$ cat src/rtl/access_sequencer_pkg.sv
`default_nettype none
// =============================================================================
// Module : access_seq_pkg
// Brief  : Shared state encoding, op bit positions and one-hot helper.
// Rev    : 1.0  initial release
// =============================================================================
package access_seq_pkg;

    localparam int STATE_W = 3;

    localparam logic [STATE_W-1:0] S_IDLE  = 3'd0;
    localparam logic [STATE_W-1:0] S_EVAL  = 3'd1;
    localparam logic [STATE_W-1:0] S_GRANT = 3'd2;
    localparam logic [STATE_W-1:0] S_DENY  = 3'd3;
    localparam logic [STATE_W-1:0] S_LOCK  = 3'd4;

    localparam int OP_READ  = 0;
    localparam int OP_WRITE = 1;
    localparam int OP_EXEC  = 2;
    localparam int OP_W     = 3;
    localparam int CODE_W   = 3;

    typedef logic [OP_W-1:0]   op_t;
    typedef logic [CODE_W-1:0] code_t;

    function automatic logic is_onehot(input op_t op);
        logic [1:0] ones;
        ones = {1'b0, op[OP_READ]} + {1'b0, op[OP_WRITE]} + {1'b0, op[OP_EXEC]};
        return ones == 2'd1;
    endfunction

endpackage
`default_nettype wire

$ cat src/rtl/access_sequencer_if.sv
`default_nettype none
// =============================================================================
// Module : access_sequencer_if
// Brief  : Request, permission-evaluator and grant/status signals.
// Rev    : 1.0  initial release
// =============================================================================
interface access_sequencer_if #(
    parameter int MAX_FAIL = 3
);
    import access_seq_pkg::*;

    localparam int FAIL_W = $clog2(MAX_FAIL + 1);

    logic              req_valid;
    logic              req_ready;
    code_t             req_user;
    code_t             req_file;
    op_t               req_op;
    code_t             perm_user;
    code_t             perm_file;
    op_t               perm_mask;
    logic              grant;
    op_t               active_op;
    logic              op_done;
    logic              deny;
    logic              timeout;
    logic              locked;
    logic [FAIL_W-1:0] fail_count;

    modport master (
        output req_valid, req_user, req_file, req_op, perm_mask, op_done,
        input  req_ready, perm_user, perm_file, grant, active_op,
               deny, timeout, locked, fail_count
    );

    modport slave (
        input  req_valid, req_user, req_file, req_op, perm_mask, op_done,
        output req_ready, perm_user, perm_file, grant, active_op,
               deny, timeout, locked, fail_count
    );

endinterface
`default_nettype wire

$ cat src/rtl/access_sequencer_cycle_timer.sv
`default_nettype none
// =============================================================================
// Module : cycle_timer
// Brief  : Loadable saturating down-counter with a zero flag.
// Rev    : 1.0  initial release
// =============================================================================
module cycle_timer #(
    parameter int WIDTH = 6
) (
    input  wire logic             clk,
    input  wire logic             rst,
    input  wire logic             load,
    input  wire logic [WIDTH-1:0] load_value,
    input  wire logic             en,
    output logic                  zero
);

    logic [WIDTH-1:0] r_count;

    always_ff @(posedge clk or posedge rst) begin
        if (rst) begin
            r_count <= '0;
        end else if (load) begin
            r_count <= load_value;
        end else if (en && (r_count != '0)) begin
            r_count <= r_count - 1'b1;
        end
    end

    assign zero = (r_count == '0);

endmodule
`default_nettype wire

$ cat src/rtl/access_sequencer.sv
`default_nettype none
// =============================================================================
// Module : access_sequencer
// Brief  : Request sequencer: evaluates permissions, supervises grants, locks
//          out after repeated denials.
// Rev    : 1.0  initial release
// =============================================================================
module access_sequencer #(
    parameter int MAX_FAIL      = 3,
    parameter int LOCK_CYCLES   = 16,
    parameter int GRANT_TIMEOUT = 64
) (
    input  wire logic          clk,
    input  wire logic          rst,
    access_sequencer_if.slave  bus
);
    import access_seq_pkg::*;

    localparam int FAIL_W    = $clog2(MAX_FAIL + 1);
    localparam int TIMER_MAX = (GRANT_TIMEOUT > LOCK_CYCLES) ? GRANT_TIMEOUT : LOCK_CYCLES;
    localparam int TIMER_W   = $clog2(TIMER_MAX);

    logic [STATE_W-1:0] r_state;
    logic [STATE_W-1:0] w_next;

    code_t              r_user;
    code_t              r_file;
    op_t                r_op;
    logic [FAIL_W-1:0]  r_fail;

    logic               w_op_ok;
    logic               w_permit;
    logic [FAIL_W-1:0]  w_fail_inc;
    logic               w_lock_trip;

    logic               w_req_ready;
    logic               w_grant;
    logic               w_deny;
    logic               w_locked;
    logic               w_timeout;
    logic               w_tmr_load;
    logic               w_tmr_en;
    logic [TIMER_W-1:0] w_tmr_value;
    logic               w_tmr_zero;

    assign w_op_ok     = is_onehot(r_op);
    assign w_permit    = w_op_ok && ((bus.perm_mask & r_op) != '0);
    assign w_fail_inc  = (r_fail == FAIL_W'(MAX_FAIL)) ? r_fail : r_fail + 1'b1;
    assign w_lock_trip = w_op_ok && (w_fail_inc == FAIL_W'(MAX_FAIL));

    // State register
    always_ff @(posedge clk or posedge rst) begin
        if (rst) begin
            r_state <= S_IDLE;
        end else begin
            r_state <= w_next;
        end
    end

    // Next-state logic; op_done takes priority over timer expiry in GRANT
    always_comb begin
        w_next = r_state;
        case (r_state)
            S_IDLE:  if (bus.req_valid) w_next = S_EVAL;
            S_EVAL:  w_next = w_permit ? S_GRANT : S_DENY;
            S_GRANT: if (bus.op_done || w_tmr_zero) w_next = S_IDLE;
            S_DENY:  w_next = w_lock_trip ? S_LOCK : S_IDLE;
            S_LOCK:  if (w_tmr_zero) w_next = S_IDLE;
            default: w_next = S_IDLE;
        endcase
    end

    // Output decode and shared-timer control
    always_comb begin
        w_req_ready = 1'b0;
        w_grant     = 1'b0;
        w_deny      = 1'b0;
        w_locked    = 1'b0;
        w_timeout   = 1'b0;
        w_tmr_en    = 1'b0;
        w_tmr_load  = 1'b0;
        w_tmr_value = TIMER_W'(GRANT_TIMEOUT - 1);
        case (r_state)
            S_IDLE:  w_req_ready = 1'b1;
            S_EVAL:  w_tmr_load  = w_permit;
            S_GRANT: begin
                w_grant   = 1'b1;
                w_tmr_en  = 1'b1;
                w_timeout = w_tmr_zero && !bus.op_done;
            end
            S_DENY: begin
                w_deny      = 1'b1;
                w_tmr_load  = w_lock_trip;
                w_tmr_value = TIMER_W'(LOCK_CYCLES - 1);
            end
            S_LOCK: begin
                w_locked = 1'b1;
                w_tmr_en = 1'b1;
            end
            default: ;
        endcase
    end

    // Request capture and consecutive-denial bookkeeping
    always_ff @(posedge clk or posedge rst) begin
        if (rst) begin
            r_user <= '0;
            r_file <= '0;
            r_op   <= '0;
            r_fail <= '0;
        end else begin
            if ((r_state == S_IDLE) && bus.req_valid) begin
                r_user <= bus.req_user;
                r_file <= bus.req_file;
                r_op   <= bus.req_op;
            end
            if ((r_state == S_EVAL) && w_permit) begin
                r_fail <= '0;
            end else if ((r_state == S_DENY) && w_op_ok) begin
                r_fail <= w_fail_inc;
            end else if ((r_state == S_LOCK) && w_tmr_zero) begin
                r_fail <= '0;
            end
        end
    end

    cycle_timer #(
        .WIDTH (TIMER_W)
    ) u_timer (
        .clk        (clk),
        .rst        (rst),
        .load       (w_tmr_load),
        .load_value (w_tmr_value),
        .en         (w_tmr_en),
        .zero       (w_tmr_zero)
    );

    assign bus.req_ready  = w_req_ready;
    assign bus.perm_user  = r_user;
    assign bus.perm_file  = r_file;
    assign bus.grant      = w_grant;
    assign bus.active_op  = w_grant ? r_op : '0;
    assign bus.deny       = w_deny;
    assign bus.timeout    = w_timeout;
    assign bus.locked     = w_locked;
    assign bus.fail_count = r_fail;

endmodule
`default_nettype wire

$ cat src/flat_wrapper.sv
// flat-port wrapper written by rule: the top's interface ports become plain ports
module access_sequencer_flat import access_seq_pkg::*;
#(
    parameter int MAX_FAIL      = 3,
    parameter int LOCK_CYCLES   = 16,
    parameter int GRANT_TIMEOUT = 64
)
  (clk, rst, bus_req_valid, bus_req_user, bus_req_file, bus_req_op, bus_perm_mask, bus_op_done, bus_req_ready, bus_perm_user, bus_perm_file, bus_grant, bus_active_op, bus_deny, bus_timeout, bus_locked, bus_fail_count);
  access_sequencer_if #(.MAX_FAIL(MAX_FAIL)) bus_i ();
  input  wire logic clk;
  input  wire logic rst;
  input wire logic [$bits(bus_i.req_valid)-1:0] bus_req_valid;
  input wire logic [$bits(bus_i.req_user)-1:0] bus_req_user;
  input wire logic [$bits(bus_i.req_file)-1:0] bus_req_file;
  input wire logic [$bits(bus_i.req_op)-1:0] bus_req_op;
  input wire logic [$bits(bus_i.perm_mask)-1:0] bus_perm_mask;
  input wire logic [$bits(bus_i.op_done)-1:0] bus_op_done;
  output wire logic [$bits(bus_i.req_ready)-1:0] bus_req_ready;
  output wire logic [$bits(bus_i.perm_user)-1:0] bus_perm_user;
  output wire logic [$bits(bus_i.perm_file)-1:0] bus_perm_file;
  output wire logic [$bits(bus_i.grant)-1:0] bus_grant;
  output wire logic [$bits(bus_i.active_op)-1:0] bus_active_op;
  output wire logic [$bits(bus_i.deny)-1:0] bus_deny;
  output wire logic [$bits(bus_i.timeout)-1:0] bus_timeout;
  output wire logic [$bits(bus_i.locked)-1:0] bus_locked;
  output wire logic [$bits(bus_i.fail_count)-1:0] bus_fail_count;
  assign bus_i.req_valid = bus_req_valid;
  assign bus_i.req_user = bus_req_user;
  assign bus_i.req_file = bus_req_file;
  assign bus_i.req_op = bus_req_op;
  assign bus_i.perm_mask = bus_perm_mask;
  assign bus_i.op_done = bus_op_done;
  assign bus_req_ready = bus_i.req_ready;
  assign bus_perm_user = bus_i.perm_user;
  assign bus_perm_file = bus_i.perm_file;
  assign bus_grant = bus_i.grant;
  assign bus_active_op = bus_i.active_op;
  assign bus_deny = bus_i.deny;
  assign bus_timeout = bus_i.timeout;
  assign bus_locked = bus_i.locked;
  assign bus_fail_count = bus_i.fail_count;
  access_sequencer #(.MAX_FAIL(MAX_FAIL), .LOCK_CYCLES(LOCK_CYCLES), .GRANT_TIMEOUT(GRANT_TIMEOUT)) u_core (.clk(clk), .rst(rst), .bus(bus_i));
endmodule
$ cat config.mk
export PLATFORM = sky130hd
export DESIGN_NAME = access_sequencer_flat
export DESIGN_NICKNAME = d
export VERILOG_FILES = /design/src/rtl/access_sequencer_pkg.sv /design/src/rtl/access_sequencer_if.sv /design/src/rtl/access_sequencer_cycle_timer.sv /design/src/rtl/access_sequencer.sv /design/src/flat_wrapper.sv
export SDC_FILE = /design/constraint.sdc
export NUM_CORES = 1
export LEC_CHECK = 0
export BUFFER_PORTS_ARGS = -buffer_cell sky130_fd_sc_hd__clkbuf_2
export CORE_MARGIN = 2
export CORE_UTILIZATION = 45
export CTS_CLUSTER_DIAMETER = 30
export DETAILED_ROUTE_END_ITERATION = 7
export HOLD_SLACK_MARGIN = 0.06
export MAX_ROUTING_LAYER = met4
export PLACE_DENSITY = 0.85
export SLEW_MARGIN = 25
export SYNTH_ARGS = -nofsm -noshare
export SYNTH_HDL_FRONTEND = slang
export SYNTH_SLANG_ARGS = --single-unit
$ cat constraint.sdc
create_clock -name clk -period 2 [get_ports clk]
set_clock_uncertainty 0.05 [all_clocks]
set_input_delay 0.2 -clock clk [delete_from_list [all_inputs] [get_ports clk]]
set_output_delay 0.2 -clock clk [all_outputs]
set_load 0.05 [all_outputs]
==> summary.txt <==
Die
  • Die Span Y: 52.4 µm
  • # rows: 17
  • Num ports: 32
  • Core ar.: 2210 µm²
  • Initial Util: 47.7%
  • DIE AREA: 2750 µm²
  • Die X: 52.4 µm

Timing
  • Fin Hold WS: 0.0677 ns
  • Fin worst setup slack: 0.0429 ns
  • Max-slew violation count: 0
  • Worst-margin pin slew: 0.742 ns
  • Maximum clock frequency: 0.511 GHz
  • Fin crit share: 97.9%
  • Final hold vios: 0
  • Slew HR: 50.5%
  • Final setup fails: 0
  • Setup TNS: 0 ns
  • Tmin final: 1.96 ns

Drt
  • First-iteration detailed-routing DRC count: 17
  • Via-to-Cell Ratio: 5.36
  • Drt drc: 0
  • Routed len/inst: 14.6 µm
  • Vias: 986
  • Final ANT Viol Nets: 0
  • Routed WL: 2.69 mm
  • Initial DRT Pass Iterations: 4

Synth
  • Synth Area per Inst: 10.1 µm²
  • Post-synth top area share: 47.4%
  • YS warnings: 0
  • Post-synthesis cell area: 1050 µm²
  • Yosys top cell by area: dfrtp_1
  • Mapped Cells: 104
  • Syn_nets: 123
  • Dominant cells by area after synthesis: dfrtp_1 47%, mux2_2 6.4%, nand2_1 3.6%
  • Register area share after synthesis: 47.4%
  • Post-synthesis register bit count: 20
  • Unique masters post-synth: 36

Setup path
  • Reg-to-reg startpoint: u_core.r_op[0]
  • WS Path Type: reg2reg
  • Register-to-Register Path Depth: 6
  • CP startpoint kind: flop
  • Worst Path Max Fanout: 3
  • Setup crit end kind: flop
  • R2R Setup Slk: 0.04 ns
  • WP data required: 2.15 ns
  • Worst path arrival time: 2.11 ns
  • RR Endpoint: u_core.bus.fail_count[0]
  • Setup crit end: u_core.bus.fail_count[0]
  • Critical path origin: u_core.r_op[0]

Cells and area
  • Commonest non-fill, non-tap cells in the layout: 29 x clkbuf_2, 19 x dfrtp_1, 14 x buf_4, 8 x nand2_1, 7 x dlygate4sd3_1
  • Layout Utilization: 69.5%
  • Post-Layout Inst Area: 1540 µm²
  • Final #Nets: 176
  • Synth-to-Final Area Change: 45.8%
  • Share of post-route cells with drive strength above 1: 49.4%
  • Finished Layout Cells: 184
  • Diodes inserted: 0
  • Most common cell after layout, fill and taps aside: clkbuf_2

Power
  • Pwr Total: 2.68 mW
  • Leak: 0.729 nW
  • PD cells: 1750 nW/µm²
  • Peak supply drop: 1.21 mV

Placed design
  • Cells after DPL: 166
  • Detailed placement HPWL: 1.87 mm
  • IO Port Bufs: 31
  • Placement Setup Slack: -0.0441 ns
  • GP Congestion: 0.832
  • Dpl cell area: 1320 µm²

Global route
  • Global Route Usage Sum: 21.5%
  • Initial antenna violation count: 0
  • Largest net degree at the start of global routing: 21
  • Vias in the first global route: 983
  • Overflow after GRT: 0
  • First-pass GRT wire length: 4.16 mm

Job
  • Max Cap Viol: 0

Hold path
  • Hold Path Class: in2reg

Clock network
  • H-tree depth: 1
  • Clk sinks: 20
  • TritonCTS clock tree: done
  • Clock tree buffer depth: 2
  • Worst-Skew Late Latency: 0.31 ns
  • Clock slew at reported path FFs: 0.12 ns
  • Root Driver: clkbuf_4
  • Num CTS Buffers: 3

Status
  • Outcome: finished clean
==> layer usage <==
layer	vias to the layer above	global-route usage, %	share of wire, %
li1	470	-	-
met1	475	26.5	43
met4	0	11.1	3.0
met5	-	-	0
met3	9	2.86	3.3
met2	32	34.4	51
==> cells by family (layout without fill, tap and decap cells) <==
family | count (synthesis) | after routing | synth area share [%]
mux | 7 | 7 | 7.35
compound gates | 19 | 19 | 11.3
flops | 20 | 20 | 47.4
buf+inv | 12 | 64 | 5.22
fa+ha+maj | 3 | 3 | 4.27
xor+xnor | 2 | 2 | 1.66
simple gates | 41 | 41 | 22.8
==> Yosys cell counts <==
library cell and instances:
o22ai_1 1, nor4_1 1, mux2i_1 1, nor3_1 2, clkbuf_1 1, o21ai_0 5
o211ai_1 2, or4_1 2, fa_1 1, xnor2_1 2, nand2b_1 3, or2_2 2
o21bai_1 1, o31ai_1 1, a21o_1 1, nand2_1 10, nand3_1 3, nor2_1 4
and3_1 1, and2_1 4, or4_4 1, a211oi_1 1, ha_1 2, a222oi_1 1
nor3b_1 4, a21oi_1 4, or3b_2 1, mux2_2 6, dfrtp_1 20, and3b_1 1
nand3b_1 1, inv_1 8, and4bb_2 1, a31oi_1 2, buf_2 2, buf_6 1
==> state kept, by name (all words and copies together), names as in the netlist <==
name and flops:
u_core.bus.fail_count 2, u_core.r_op 3, u_core.r_state 3, u_core.bus.perm_file 3, u_core.bus.perm_user 3, u_core.u_timer.r_count 6
==> worst min path at each step <==
stage,startpoint,to,slack (ns),cells past startpoint
after CTS,bus_req_user[2],u_core.bus.perm_user[2],0.06,2
after global routing,bus_req_user[1],u_core.bus.perm_user[1],0.06,2
final,bus_req_user[2],u_core.bus.perm_user[2],0.07,2
after detailed placement,rst,u_core.bus.perm_user[2],0.30,2
after floorplan,rst,u_core.bus.fail_count[0],0.11,1
after global placement,rst,u_core.bus.perm_user[2],0.29,2
==> where the power goes <==
| part | switching, mW | internal (mW) |
|---|---|---|
| combinational | 0.965 | 0.625 |
| clock | 0.131 | 0.203 |
| sequential | 0.168 | 0.593 |
| total | 1.26 | 1.42 |
==> critical path: stages, from the launching register on <==
cell,delay [ns]
dfrtp_1,0.43
inv_2,0.09
fa_1,0.42
and4bb_2,0.32
or3b_4,0.39
nand2_2,0.07
o21bai_1,0.07
==> layout make-up <==
cell class / instances / area, µm²
Inverter: 8 / 30.0
Multi-Input combinational cell: 72 / 578
Fill cell: 181 / 674
Sequential cell: 20 / 502
Timing Repair Buffer: 52 / 340
Tap cell: 28 / 35.0
Clock buffer: 3 / 22.5
Clock inverter: 1 / 30.0
==> timing repair <==
item | CTS | global route
hold buffers | 7 | 0
resized for setup | 4 | 13
cloned | 0 | 0
buffers inserted | 2 | 5
endpoints found under the hold margin | 26 | 0
endpoints found under the setup margin | 6 | 11
pin swaps | 1 | 3
No activity file was read; power rests on OpenSTA's default activity.
